===== config.mk =====
export PLATFORM = sky130hd
export DESIGN_NAME = ras_ctrl
export DESIGN_NICKNAME = d
export VERILOG_FILES = /design/src/rtl/ras_ctrl.sv
export SDC_FILE = /design/constraint.sdc
export NUM_CORES = 1
export LEC_CHECK = 0
export BUFFER_PORTS_ARGS = -buffer_cell sky130_fd_sc_hd__buf_2
export CAP_MARGIN = 40
export CORE_ASPECT_RATIO = 0.75
export CORE_MARGIN = 2
export CORE_UTILIZATION = 40
export CTS_CLUSTER_DIAMETER = 60
export CTS_CLUSTER_SIZE = 28
export DETAILED_ROUTE_END_ITERATION = 8
export HOLD_SLACK_MARGIN = 0.03
export PLACE_DENSITY = 0.64
export SLEW_MARGIN = 10
export SYNTH_ARGS = -nofsm -noshare
export SYNTH_HDL_FRONTEND = slang
export SYNTH_SLANG_ARGS = --single-unit

===== constraint.sdc =====
create_clock -name clk -period 2.44 [get_ports clk]
set_input_delay 0.244 -clock clk [delete_from_list [all_inputs] [get_ports clk]]
set_output_delay 0.244 -clock clk [all_outputs]
set_load 0.03 [all_outputs]

===== src/rtl/ras_ctrl.sv =====
// ras_ctrl: sequencer between the commit stage and a return-address stack.
//
// Each committed JAL/JALR is classified by its RISC-V link-register hints
// (x1/x5) into push, return (pop with compare), pop-then-push or nothing.
// The resulting stack operation is registered and appears on stk_* one
// cycle after the commit is accepted. Pushes that hit a full stack are
// counted in drop_cnt so the matching returns can be skipped unchecked
// instead of comparing against the wrong entry. A stack mismatch is turned
// into a held fault that software clears with fault_clr.
//
// Ports:
//   clk, rst          clock, synchronous active-high reset
//   en                enable; when low, accepted commits are ignored
//   commit_valid/ready commit handshake (see below)
//   is_jal, is_jalr   instruction kind
//   rd, rs1           destination and JALR base register
//   link_addr         pc+4, pushed on calls
//   tgt_addr          resolved JALR target, compared on returns
//   stk_ena/push/pop/ret/din/clr   registered stack command
//   stk_mismatch/full/empty        stack status
//   fault, fault_clr  held mismatch fault and its clear request
//   drop_cnt          pushes dropped on a full stack, not yet unwound
//   underflow_cnt     returns seen on an empty stack (saturating)
//   state_dbg         current FSM state, for observation only
//
// Handshake: a commit transfers on a rising clk edge where commit_valid and
// commit_ready are both high; commit_ready depends only on registered state
// and never on commit_valid, and the commit stage holds its fields stable
// while commit_valid is high.
module ras_ctrl #(
    parameter int DATA_WIDTH = 32,
    parameter int DEPTH      = 512,
    parameter int CNT_W      = 16
) (
    input  logic                  clk,
    input  logic                  rst,
    input  logic                  en,
    input  logic                  commit_valid,
    output logic                  commit_ready,
    input  logic                  is_jal,
    input  logic                  is_jalr,
    input  logic [4:0]            rd,
    input  logic [4:0]            rs1,
    input  logic [DATA_WIDTH-1:0] link_addr,
    input  logic [DATA_WIDTH-1:0] tgt_addr,
    output logic                  stk_ena,
    output logic                  stk_push,
    output logic                  stk_pop,
    output logic                  stk_ret,
    output logic [DATA_WIDTH-1:0] stk_din,
    output logic                  stk_clr,
    input  logic                  stk_mismatch,
    input  logic                  stk_full,
    input  logic                  stk_empty,
    output logic                  fault,
    input  logic                  fault_clr,
    output logic [CNT_W-1:0]      drop_cnt,
    output logic [CNT_W-1:0]      underflow_cnt,
    output logic [1:0]            state_dbg
);

    // DEPTH is informational only: fullness is reported by the stack itself.
    if (DEPTH < 1) begin : g_depth_invalid
    end

    typedef enum logic [1:0] {
        S_IDLE  = 2'd0,
        S_PP2   = 2'd1,
        S_FAULT = 2'd2
    } state_t;

    localparam logic [CNT_W-1:0] CNT_MAX = {CNT_W{1'b1}};
    localparam logic [CNT_W-1:0] CNT_ONE = CNT_W'(1);

    state_t                  state_q, state_d;
    logic [DATA_WIDTH-1:0]   pp_link_q, pp_link_d;
    logic                    ena_d, push_d, ret_d, clr_d;
    logic [DATA_WIDTH-1:0]   din_d;
    logic [CNT_W-1:0]        drop_d, under_d;

    logic link_rd, link_rs1;
    logic cls_push, cls_ret, cls_pp;
    logic accept;
    logic mismatch_hit;

    assign link_rd  = (rd  == 5'd1) || (rd  == 5'd5);
    assign link_rs1 = (rs1 == 5'd1) || (rs1 == 5'd5);

    assign commit_ready = (state_q == S_IDLE);
    assign fault        = (state_q == S_FAULT);
    assign state_dbg    = state_q;
    assign accept       = commit_valid & commit_ready & en;

    // The unchecked pop command is never produced by the hint table.
    assign stk_pop = 1'b0;

    // While stk_clr is out the stack still shows the old sticky mismatch;
    // ignoring it for that one cycle keeps a clear from re-faulting at once.
    assign mismatch_hit = stk_mismatch & ~stk_clr;

    // Link-register hint classification.
    always_comb begin
        cls_push = 1'b0;
        cls_ret  = 1'b0;
        cls_pp   = 1'b0;
        if (is_jal) begin
            cls_push = link_rd;
        end else if (is_jalr) begin
            if (link_rd && !link_rs1) begin
                cls_push = 1'b1;
            end else if (!link_rd && link_rs1) begin
                cls_ret = 1'b1;
            end else if (link_rd && link_rs1) begin
                if (rd == rs1) cls_push = 1'b1;
                else           cls_pp   = 1'b1;
            end
        end
    end

    // Next state, next stack command and next counters.
    always_comb begin
        state_d   = state_q;
        pp_link_d = pp_link_q;
        ena_d     = 1'b0;
        push_d    = 1'b0;
        ret_d     = 1'b0;
        clr_d     = 1'b0;
        din_d     = '0;
        drop_d    = drop_cnt;
        under_d   = underflow_cnt;

        case (state_q)
            S_IDLE: begin
                if (accept) begin
                    if (cls_push) begin
                        if (stk_full) begin
                            if (drop_cnt != CNT_MAX) drop_d = drop_cnt + CNT_ONE;
                        end else begin
                            ena_d  = 1'b1;
                            push_d = 1'b1;
                            din_d  = link_addr;
                        end
                    end else if (cls_ret || cls_pp) begin
                        // A return first unwinds a dropped push, if any:
                        // the stack never held that frame.
                        if (drop_cnt != '0) begin
                            drop_d = drop_cnt - CNT_ONE;
                        end else if (stk_empty) begin
                            if (underflow_cnt != CNT_MAX) under_d = underflow_cnt + CNT_ONE;
                        end else begin
                            ena_d = 1'b1;
                            ret_d = 1'b1;
                            din_d = tgt_addr;
                        end
                    end
                    if (cls_pp) begin
                        pp_link_d = link_addr;
                        state_d   = S_PP2;
                    end
                end
                if (mismatch_hit) state_d = S_FAULT;
            end

            S_PP2: begin
                if (mismatch_hit) begin
                    // Pending push is discarded.
                    state_d = S_FAULT;
                end else begin
                    state_d = S_IDLE;
                    // stk_ret still shows the pop issued this cycle; that pop
                    // frees a slot even though stk_full does not show it yet.
                    if (stk_ret || !stk_full) begin
                        ena_d  = 1'b1;
                        push_d = 1'b1;
                        din_d  = pp_link_q;
                    end else if (drop_cnt != CNT_MAX) begin
                        drop_d = drop_cnt + CNT_ONE;
                    end
                end
            end

            S_FAULT: begin
                if (fault_clr) begin
                    state_d = S_IDLE;
                    clr_d   = 1'b1;
                    drop_d  = '0;
                end
            end

            default: state_d = S_IDLE;
        endcase

        if (!en) begin
            drop_d  = drop_cnt;
            under_d = underflow_cnt;
            if (state_q == S_FAULT && fault_clr) drop_d = '0;
        end
    end

    always_ff @(posedge clk) begin
        if (rst) begin
            state_q       <= S_IDLE;
            pp_link_q     <= '0;
            stk_ena       <= 1'b0;
            stk_push      <= 1'b0;
            stk_ret       <= 1'b0;
            stk_din       <= '0;
            stk_clr       <= 1'b0;
            drop_cnt      <= '0;
            underflow_cnt <= '0;
        end else begin
            state_q       <= state_d;
            pp_link_q     <= pp_link_d;
            stk_ena       <= ena_d;
            stk_push      <= push_d;
            stk_ret       <= ret_d;
            stk_din       <= din_d;
            stk_clr       <= clr_d;
            drop_cnt      <= drop_d;
            underflow_cnt <= under_d;
        end
    end

endmodule

After elaboration in Yosys (flattened, before gate mapping) --
Index checks and enable logic that the tools add are counted.
Operators by class: $add $sub $neg 3, multiply operators 0, div/mod/pow operators 0, order comparisons 0, equal/unequal tests 20, shifts and indexed selects 0, mux-type cells 56, bitwise gates (word level) 9, reduce and logical (&&, ||, !) cells 20
Operator list (count):
- 32-bit two-way mux | 8
- 16-bit two-way mux | 11
- 32-bit case mux with 2 select lines | 1
- 16-bit case mux with 3 select lines | 1
- 16-bit by 1-bit adder with 16-bit output (second input constant) | 2
- 16-bit inequality test (second input constant) | 2
- 1-bit two-way mux | 27
- 16-bit nonzero test | 1
- 16-bit by 1-bit subtractor with 16-bit output (second input constant) | 1
- 5-bit by 1-bit == test with 1-bit output (second input constant) | 2
- 5-bit by 3-bit == test with 1-bit output (second input constant) | 2
- 2-bit two-way mux | 5
- 9-bit AND reduction | 1
- 4-bit by 2-bit inequality test with 1-bit output (second input constant) | 2
- 8-bit AND reduction | 1
- 3-bit by 1-bit inequality test with 1-bit output (second input constant) | 2
- 3-bit by 2-bit inequality test with 1-bit output (second input constant) | 2
- 3-bit inequality test (second input constant) | 2
- 1-bit NOT | 6
- 2-bit case mux with 3 select lines | 1
- 3-bit AND reduction | 2
- 5-bit == test | 1
- 1-bit logical AND | 4
- 1-bit logical OR | 4
- 12 further kinds | 17
Storage, ports and cells: bits in registers 102, latch bits 0, bits in writable memories 0, memory bits (read-only) 0, input port bits 84, output and inout port bits 73, word-level logic and storage cells 117, memories 0

Logic depth before layout (Yosys ltp) --
Gate-level depths: netlist (run 1).
depth after elaboration 14, mapped depth 11, mapped depth without buffers 9

Least setup slack after synthesis (run 1) --
OpenSTA, ideal clock, no wires.
path type register -> register, start point register drop_cnt[10], end point register drop_cnt[4], setup time 93 ps, arrival 2476 ps, data required time 2347 ps, slack -129 ps, cell stages (with the launch flop) 10, buffers on the path 2, clock period less this slack 2569 ps, cells stage by stage dfxtp_1 -> clkbuf_1 -> or4_1 -> or3_1 -> nor3_2 -> a2111oi_4 -> nor3_1 -> buf_2 -> nand2_1 -> o311ai_2
Between the ends: cells in the longest elaborated chain, start to end 7, elaborated cells on any way between the ends 12, classes of those cells 2 x eq/ne; 8 x mux; 2 x reduce/logical
Ends and longest elaborated chain:
- from (decl) | line 57 | output logic [CNT_W-1:0] drop_cnt,
- from (signal assigned) | line 219 | drop_cnt <= drop_d;
- 16-bit inequality test | line 137, 176
- 16-bit two-way mux (4 in a row)
- 16-bit case mux with 3 select lines
- 16-bit two-way mux
Parallel ways exist; a longest one is shown, timed or not. The select of a mux whose other input is x is not followed. A chain may end at the register's enable or synchronous reset.

Worst setup path in the final report (run 1) --
start point input rs1[1], end point register stk_din[12]
Between the ends: cells in the longest elaborated chain, start to end 13, elaborated cells on any way between the ends 29, classes of those cells 3 x eq/ne; 20 x mux; 6 x reduce/logical
Ends and longest elaborated chain:
- from (decl) | line 43 | input logic [4:0] rs1,
- 5-bit by 1-bit == test with 1-bit output or 5-bit by 3-bit == test with 1-bit output (tied branches) | line 87 | assign link_rs1 = (rs1 == 5'd1) || (rs1 == 5'd5);
- 1-bit logical OR | line 87
- 1-bit logical AND | line 113 | end else if (link_rd && link_rs1) begin
- 1-bit two-way mux | line 113
- 1-bit two-way mux | line 111 | end else if (!link_rd && link_rs1) begin
- 1-bit two-way mux | line 109 | if (link_rd && !link_rs1) begin
- 1-bit two-way mux | line 108 | end else if (is_jalr) begin
- 1-bit two-way mux | line 106 | if (is_jal) begin
- 1-bit logical OR | line 143 | end else if (cls_ret || cls_pp) begin
- 32-bit two-way mux | line 143
- 32-bit two-way mux (*) | line 135 | if (cls_push) begin
- 32-bit two-way mux (*) | line 134 | if (accept) begin
- 32-bit case mux with 2 select lines (*) | line 132 | case (state_q)
- to (signal assigned) | line 217 | stk_din <= din_d;
- to (decl) | line 50 | output logic [DATA_WIDTH-1:0] stk_din,
Every way passes the cells marked *; elsewhere a longest branch is shown, timed or not.

==> results.json, run 1 <==
{
  "status": "finished clean",
  "track_usage": 0.224,
  "cts_tree": "built",
  "hold_viol": 0,
  "fin_crit_sh": 0.954,
  "rows": 34,
  "nNetsFinal": 883,
  "synth_top_cell_by_area": "dfxtp_1",
  "cts_sinks": 102,
  "setup.worst_path.end_class": "flip-flop",
  "die_h_um": 99.5,
  "cts_made_buffers": 9,
  "worstHoldStart": "tgt_addr[15]",
  "finClkSkew_ps": 8.63,
  "post_synth_num_cell_types": 62,
  "regToRegStartpoint": "drop_cnt[10]$_SDFFE_PP0P_",
  "crit_path_start_kind": "primary input",
  "syn_to_final_growth_pct": 35.3,
  "cp_slowest_stage_delay_ps": 550,
  "hold_buffers": 0,
  "worstSkewPairLatency_ps": 340,
  "clockBufferDepth": 2,
  "synth_top_area_frac": 0.420,
  "fmax_mhz": 429,
  "slew_headroom": 0.566,
  "coreArea_um2": 11700,
  "antenna_found_initial": 0,
  "ys_seq_area_frac": 0.420,
  "grt_max_degree": 33,
  "netlist_area_um2": 4870,
  "vias": 5174,
  "ant_nets": 0,
  "arrival_ps": 2550,
  "clk_pin_slew_ps": 70,
  "netlist_instances": 607,
  "max-vdd-ir-drop_mv": 0.441,
  "finalMaxSlewViolations": 0,
  "cts_max_level": 3,
  "cts_root_buf": "clkbuf_16",
  "leakagePower_nw": 2.70,
  "synthTopCellsByCount": "nand2_1, dfxtp_1, a21oi_1",
  "drive_gt1_frac": 0.330,
  "drt-initial-drc-count": 322,
  "max_cap_violations": 0,
  "fin_util": 0.561,
  "rsz0062_at_grt": "no",
  "num_antenna_cells": 0,
  "place_congestion": 0.884,
  "power_mw": 3.91,
  "drt_first_pass_iters": 5,
  "path_cells": "buf_2, or4b_1, a21o_1, buf_4, a22oi_1, buf_4, nor3_2, buf_12, a22oi_1, a21oi_1",
  "die-width_um": 131,
  "wire_per_inst_um": 15.3,
  "crit_slowest_cell": "or4b_1",
  "yosys.cell_count.top_type": "nand2_1",
  "avgSynthCellArea_um2": 8.02,
  "stdcell_area_um2": 6580,
  "grt_first_pass_wirelength_um": 23900,
  "required_ps": 2670,
  "power_density_nw_per_um2": 594,
  "port_buffers": 155,
  "drc": 0,
  "start_util": 0.415,
  "dp_hpwl_um": 11100,
  "ys_warn_count": 0,
  "via_per_inst": 5.39,
  "worstSetupPathType": "in2reg",
  "critPathMaxFanout": 17,
  "r2r_end": "drop_cnt[13]$_SDFFE_PP0P_",
  "synth_area_leaders": "dfxtp_1, nand2_1, a21oi_1",
  "final_cells": 960,
  "syn-num-nets": 697,
  "synth_flop_cell": "dfxtp_1",
  "fin_tns_setup_ps": 0,
  "post_cts_buffers": 0,
  "holdPathStages": 3,
  "synth_edf_count": 0,
  "dp_cells": 944,
  "synth_seq_cells": 102,
  "worst_slew_pin_slew_ps": 648,
  "async_reset_ff_frac": 0,
  "gr-total-overflow": 0,
  "dpl_cell_area_um2": 6230,
  "period_minus_slack_ps": 2330,
  "ios": 157,
  "worst_hold_path.endpoint": "stk_din[15]$_SDFF_PP0_",
  "rrSetupSlack_ps": 120,
  "setup_viol": 0,
  "grt_pass1_vias": 4799,
  "hp-class": "in2reg",
  "drt-total-wl_um": 14700,
  "r2r_cells": 8,
  "fp.dieArea_um2": 13100
}
## layer usage
metal	GRT usage	up-vias	wire length, µm
li1	-	2540	-
met1	0.318	2416	7200
met2	0.337	204	6330
met3	0.0556	14	1040
met4	0.0669	0	160
met5	0	-	0
## stage by stage
step	hold WS, ps	setup slack (ps)
floorplan	353	2.57
global placement	437	-216
detailed placement	445	-227
CTS	93.9	22.5
global route	117	9.76
finish	106	111
## timing repair
action / 4_1_cts / 5_1_grt
gates resized for setup: 0 / 8
endpoints found under the hold margin: 0 / 0
endpoints found under the setup margin: 0 / 34
## flip-flops by register name (all words and copies together), names as in the netlist
signal / cells
pp_link_q: 32
drop_cnt: 16
stk_ena: 1
stk_ret: 1
underflow_cnt: 16
stk_din: 32
stk_clr: 1
state_dbg: 2
stk_push: 1
## cells by family (layout without fill, tap and decap cells)
group                    count (synthesis)  in the layout  share of synthesized area
AO/OA/AOI/OAI                          170            170                      0.235
AND/OR/NAND/NOR                        261            261                      0.255
multiplexers                             2              2                    0.00411
other                                    1              1                   0.000770
XOR/XNOR                                15             15                     0.0270
adder cells (fa/ha/maj)                  6              6                     0.0154
flip-flops                             102            102                      0.420
buffers and inverters                   50            241                     0.0427
## where the power goes
part | internal (mW) | switching [mW]
Sequential | 1.68 | 0.0177
Clock | 0.841 | 0.675
Combinational | 0.290 | 0.405
Total | 2.81 | 1.10
## critical path, delay by kind of cell
family / cells / cell delay, ps
AOI/OAI and AO/OA: 4 / 1020
buffers and inverters: 4 / 640
and+or+nand+nor: 2 / 640
## layout by cell type (no fill, tap or decap), drive strengths merged, types with 2 or more instances in the layout
cell type and n:
a211oi 3, a21o 2, a21oi 68, a22oi 33
a31o 2, a31oi 6, a32o 2, and2 4
and3 8, and4 2, buf 213, clkbuf 10
dfxtp 102, ha 6, inv 16, mux2i 2
nand2 125, nand2b 3, nand3 20, nand4 9
nor2 35, nor2b 2, nor3 19, nor4 8
o211ai 2, o21a 2, o21ai 27, o311ai 8
o31ai 3, or2 3, or3 13, or4 3
or4b 2, xnor2 10, xor2 5
## layout make-up
| type | instances | area [µm²] |
|---|---|---|
| well taps | 162 | 203 |
| multi-input cells | 455 | 2720 |
| inverters | 12 | 45.0 |
| clock inverters | 6 | 72.6 |
| flip-flops and latches | 102 | 2050 |
| clock buffers | 10 | 239 |
| repair buffers | 213 | 1260 |
| fillers | 1131 | 5160 |
## how the worst max path moves through the flow
| stage | startpoint | end | slack [ps] | depth (start not counted) |
|---|---|---|---|---|
| 2_1_floorplan | rs1[1] | drop_cnt[4]$_SDFFE_PP0P_ | 3 | 7 |
| 4_1_cts | state_dbg[0]$_SDFFE_PP0P_ | underflow_cnt[10]$_SDFFE_PP0P_ | 20 | 8 |
| 3_5_place_dp | rs1[1] | underflow_cnt[10]$_SDFFE_PP0P_ | -230 | 9 |
| 3_3_place_gp | rs1[1] | underflow_cnt[10]$_SDFFE_PP0P_ | -220 | 9 |
| 6_report | rs1[1] | stk_din[12]$_SDFF_PP0_ | 110 | 10 |
| 5_1_grt | rs1[1] | stk_din[12]$_SDFF_PP0_ | 10 | 10 |
No activity file was read; power rests on OpenSTA's default activity.
==> run 2: changes to the inputs <==
--- a/config.mk
+++ b/config.mk
@@ -14,7 +14,7 @@
 export CTS_CLUSTER_SIZE = 28
 export DETAILED_ROUTE_END_ITERATION = 8
 export HOLD_SLACK_MARGIN = 0.03
-export PLACE_DENSITY = 0.64
+export PLACE_DENSITY = 0.61
 export SLEW_MARGIN = 10
 export SYNTH_ARGS = -nofsm -noshare
 export SYNTH_HDL_FRONTEND = slang
==> constraint.sdc (replaced) <==
create_clock -name clk -period 2.4 [get_ports clk]
set_input_delay 0.24 -clock clk [delete_from_list [all_inputs] [get_ports clk]]
set_output_delay 0.24 -clock clk [all_outputs]
set_load 0.03 [all_outputs]
==> run 2 against run 1 <==
Global-route usage fell by 0.45 points. Wire length rose by 0.13%. Hold slack got worse by 3.8 ps. Combinational power rose by 6.2%. Non-clock buffer count rose by 2. Clock-buffer cell count did not move. First-iteration DRC count rose by 4.0%. Register-to-register slack got worse by 90 ps. Clock skew fell by 0.61 ps. Highest routed layer unchanged.
==> results.json, run 2 (synthesized netlist as in run 1, its figures left out) <==
{
  "drive_gt1_frac": 0.345,
  "rsz0062_at_grt": "yes",
  "cts_root_buf": "clkbuf_16",
  "arrival_ps": 2630,
  "nNetsFinal": 885,
  "die-width_um": 131,
  "cts_max_level": 3,
  "mostFrequentLayoutCells": "buf_2, nand2_1, dfxtp_1, a21oi_1, buf_4",
  "max-vdd-ir-drop_mv": 0.347,
  "cts_tree": "built",
  "path_cells": "or4_4, or3_4, nor3_2, nand4b_1, buf_6, or3_1, a21oi_1",
  "rows": 34,
  "wire_per_inst_um": 15.3,
  "power_mw": 4.13,
  "period_minus_slack_ps": 2370,
  "cts_made_buffers": 9,
  "port_buffers": 155,
  "dp_hpwl_um": 10800,
  "clockBufferDepth": 2,
  "syn_to_final_growth_pct": 37.8,
  "worst_slew_pin_slew_ps": 939,
  "fin_crit_sh": 0.987,
  "place_congestion": 0.858,
  "grt_pass1_vias": 4781,
  "final_common_cell": "buf_2",
  "slew_headroom": 0.371,
  "timing.hold.ws_ps": 102,
  "rrSetupSlack_ps": 30,
  "gr-total-overflow": 0,
  "hold_buffers": 0,
  "via_per_inst": 5.42,
  "coreArea_um2": 11700,
  "critPathMaxFanout": 9,
  "holdPathStages": 3,
  "clk_pin_slew_ps": 70,
  "regToRegStartpoint": "drop_cnt[10]$_SDFFE_PP0P_",
  "drt_first_pass_iters": 5,
  "r2r_cells": 7,
  "worstHoldStart": "tgt_addr[0]",
  "hp-class": "in2reg",
  "drt-initial-drc-count": 335,
  "cts_sinks": 102,
  "worstSkewPairLatency_ps": 340,
  "max_cap_violations": 0,
  "drc": 0,
  "die_h_um": 99.5,
  "setup_viol": 0,
  "top_regs": "pp_link_q x32, stk_din x32",
  "fmax_mhz": 422,
  "worstSetupPathType": "reg2reg",
  "status": "finished clean",
  "start_util": 0.415,
  "setup.worst_path.end_class": "flip-flop",
  "vias": 5211,
  "crit_slowest_cell": "or4_4",
  "grt_first_pass_wirelength_um": 23500,
  "ant_nets": 0,
  "fp.dieArea_um2": 13100,
  "finClkSkew_ps": 8.02,
  "crit_path_start_kind": "flip-flop",
  "worst_hold_path.endpoint": "stk_din[0]$_SDFF_PP0_",
  "grt_max_degree": 34,
  "fillers": 1137,
  "r2r_end": "underflow_cnt[11]$_SDFFE_PP0P_",
  "ios": 157,
  "power_density_nw_per_um2": 616,
  "drt-total-wl_um": 14700,
  "finalMaxSlewViolations": 0,
  "cp_slowest_stage_delay_ps": 530,
  "leakagePower_nw": 2.75,
  "hold_viol": 0,
  "antenna_found_initial": 1,
  "track_usage": 0.219,
  "required_ps": 2660
}
-- run 2: changes by cell type in the layout (fill, tap and decap cells not counted), moves of 2 or more --
cell,change
buf_6,+2
nor3_4,+2
bufinv_16,+2
nor3_2,+3
inv_6,-2
nor3_1,-5
ha_2,+2
-- run 2: through the flow --
stage                     TNS, ps  worst slack [ps]  instance area [µm²]  instances   util
after CTS                       0              27.7                 6600        959  0.562
after floorplan                 0              3.54                 4950        607      -
after global routing         -430             -58.9                 6710        962  0.571
final                           0              31.0                 6710        962  0.571
after global placement      -9390              -260                 6260        944  0.533
after detailed placement   -11870              -254                 6260        944  0.533
-- run 2: per-layer routing --
metal  wire length [µm]  track usage
met1               7240        0.330
met2               6350        0.315
met3               1030       0.0505
met4                123       0.0552
met5                  0            0
-- run 2: critical path, delay by kind of cell (launching register included) --
kind                   cells  cell delay, ps
AO/OA/AOI/OAI              1             140
buffers and inverters      1             210
flip-flops                 1             330
AND/OR/NAND/NOR            5            1620
-- run 2: worst max-delay path by stage --
stage | startpoint | to | cells past startpoint
after floorplan | drop_cnt[2]$_SDFFE_PP0P_ | drop_cnt[13]$_SDFFE_PP0P_ | 9
after global placement | rs1[1] | drop_cnt[11]$_SDFFE_PP0P_ | 8
after detailed placement | rs1[1] | drop_cnt[11]$_SDFFE_PP0P_ | 8
after CTS | drop_cnt[10]$_SDFFE_PP0P_ | drop_cnt[12]$_SDFFE_PP0P_ | 8
after global routing | state_dbg[1]$_SDFFE_PP0P_ | drop_cnt[4]$_SDFFE_PP0P_ | 11
final | drop_cnt[10]$_SDFFE_PP0P_ | underflow_cnt[11]$_SDFFE_PP0P_ | 7
-- run 2: final cells by class --
| type | instances | area (µm²) | share of cell area |
|---|---|---|---|
| multi-input cells | 455 | 2780 | 0.414 |
| clock inverters | 5 | 106 | 0.0159 |
| flip-flops and latches | 102 | 2040 | 0.305 |
| diodes | 1 | 2.50 | 0.000373 |
| repair buffers | 215 | 1300 | 0.193 |
| inverters | 12 | 45.0 | 0.00672 |
| well taps | 162 | 203 | 0.0302 |
| clock buffers | 10 | 229 | 0.0341 |
-- run 2: power by group --
part / leakage [nW] / switching, mW / internal [mW] / total (mW)
clock network: 0.159 / 0.649 / 1.02 / 1.67
registers: 0.823 / 0.0191 / 1.71 / 1.73
logic: 1.76 / 0.433 / 0.305 / 0.738
total: 2.75 / 1.10 / 3.03 / 4.13
-- run 2: repair_timing --
item | in CTS | in global routing
endpoints found under the setup margin | 2 | 24
setup buffers | 0 | 2
resized for setup | 1 | 19
pin swaps | 1 | 2
==> run 3: changes to the inputs <==
--- a/config.mk
+++ b/config.mk
@@ -10,6 +10,7 @@
 export CORE_ASPECT_RATIO = 0.75
 export CORE_MARGIN = 2
 export CORE_UTILIZATION = 40
+export CTS_BUF_LIST = sky130_fd_sc_hd__clkbuf_4 sky130_fd_sc_hd__clkbuf_8
 export CTS_CLUSTER_DIAMETER = 60
 export CTS_CLUSTER_SIZE = 28
 export DETAILED_ROUTE_END_ITERATION = 8
==> run 3 against run 2 <==
Combinational power hardly changed. Hold slack worse by 23 ps. Global-route usage hardly changed. Highest routed layer unchanged.
==> results.json, run 3 (synthesized netlist as in run 1, its figures left out) <==
{
  "cts_sinks": 102,
  "wire_per_inst_um": 15.4,
  "antenna_found_initial": 1,
  "finClkSkew_ps": 11.8,
  "setup.worst_path.end_class": "flip-flop",
  "fin_crit_sh": 0.987,
  "fin_util": 0.562,
  "dpl_cell_area_um2": 6260,
  "worstSetupPathType": "reg2reg",
  "finalMaxSlewViolations": 0,
  "clockBufferDepth": 2,
  "track_usage": 0.219,
  "start_util": 0.415,
  "drc": 0,
  "final_common_cell": "buf_2",
  "rsz0062_at_grt": "yes",
  "cts_tree": "built",
  "cts_root_buf": "clkbuf_8",
  "gr-total-overflow": 0,
  "grt_pass1_vias": 4753,
  "top_regs": "pp_link_q x32, stk_din x32",
  "max-vdd-ir-drop_mv": 0.297,
  "via_per_inst": 5.39,
  "dp_hpwl_um": 10800,
  "rows": 34,
  "coreArea_um2": 11700,
  "worst_slew_pin_slew_ps": 942,
  "hp-class": "in2reg",
  "crit_path_start_kind": "flip-flop",
  "stdcell_area_um2": 6600,
  "period_minus_slack_ps": 2370,
  "ios": 157,
  "cts_made_buffers": 9,
  "die-width_um": 131,
  "clk_pin_slew_ps": 100,
  "syn_to_final_growth_pct": 35.7,
  "vias": 5189,
  "drt-initial-drc-count": 332,
  "mostFrequentLayoutCells": "buf_2, nand2_1, dfxtp_1, a21oi_1, buf_4",
  "fp.dieArea_um2": 13100,
  "port_buffers": 155,
  "die_h_um": 99.5,
  "grt_max_degree": 34,
  "hold_viol": 0,
  "nNetsFinal": 885,
  "drt-total-wl_um": 14800,
  "critPathMaxFanout": 9,
  "drive_gt1_frac": 0.345,
  "ant_nets": 0,
  "drt_first_pass_iters": 5,
  "setup_viol": 0,
  "arrival_ps": 2660,
  "place_congestion": 0.858,
  "fmax_mhz": 422,
  "power_density_nw_per_um2": 572,
  "max_cap_violations": 0,
  "grt_first_pass_wirelength_um": 23400,
  "slew_headroom": 0.369,
  "timing.hold.ws_ps": 79.5,
  "cts_max_level": 3,
  "required_ps": 2690,
  "worstSkewPairLatency_ps": 360,
  "leakagePower_nw": 2.70,
  "status": "finished clean"
}
==> run 3: layout make-up <==
class | instances | area [µm²]
Antenna cell | 1 | 2.50
Clock buffer | 10 | 131
Clock inverter | 5 | 106
Fill cell | 1151 | 5140
Inverter | 12 | 45.0
Multi-Input combinational cell | 455 | 2770
Sequential cell | 102 | 2040
Tap cell | 162 | 203
Timing Repair Buffer | 215 | 1300
==> run 3: worst paths after layout <==
| path | startpoint | to | slack (ps) | cells past startpoint |
|---|---|---|---|---|
| worst max-delay path | drop_cnt[10]$_SDFFE_PP0P_ | underflow_cnt[11]$_SDFFE_PP0P_ | 30 | 7 |
| worst min-delay path | tgt_addr[0] | stk_din[0]$_SDFF_PP0_ | 80 | 3 |
| worst max register to register | drop_cnt[10]$_SDFFE_PP0P_ | underflow_cnt[11]$_SDFFE_PP0P_ | 30 | 7 |
| worst min register to register | pp_link_q[29]$_SDFFE_PP0P_ | pp_link_q[29]$_SDFFE_PP0P_ | 460 | 2 |
==> run 3: through the flow <==
| stage | power [mW] | TNS (ps) | instances | setup slack [ps] |
|---|---|---|---|---|
| final | 3.77 | 0 | 962 | 30.5 |
| after CTS | 3.77 | 0 | 959 | 18.3 |
| after detailed placement | 2.46 | -11870 | 944 | -254 |
| after global placement | 2.45 | -9390 | 944 | -260 |
| after floorplan | 2.18 | 0 | 607 | 3.54 |
| after global routing | 3.94 | -555 | 962 | -83.0 |
==> run 3: per-layer routing <==
metal	up-vias	share of wire	GRT usage
met5	-	0	0
met4	0	0.0094	0.0502
met3	15	0.060	0.0520
met2	182	0.42	0.318
met1	2449	0.51	0.327
li1	2543	-	-
==> run 3: critical path, stage by stage, from the launching register on <==
cell and delay [ps]:
dfxtp_2 340, or4_4 530, or3_4 390, nor3_2 190, nand4b_1 170, buf_6 200
or3_1 340, a21oi_1 140
==> run 3: power by group <==
| group | switching [mW] | internal (mW) |
|---|---|---|
| Combinational | 0.436 | 0.305 |
| Sequential | 0.0195 | 1.71 |
| Clock | 0.602 | 0.704 |
==> run 3: timing repair <==
action                                  4_1_cts  5_1_grt
gates resized for setup                       1       18
buffers inserted                              0        2
hold buffers                                  0        0
cloned                                        0        0
hold endpoints to repair                      0        0
pin swaps                                     1        2
endpoints found under the setup margin        3       24
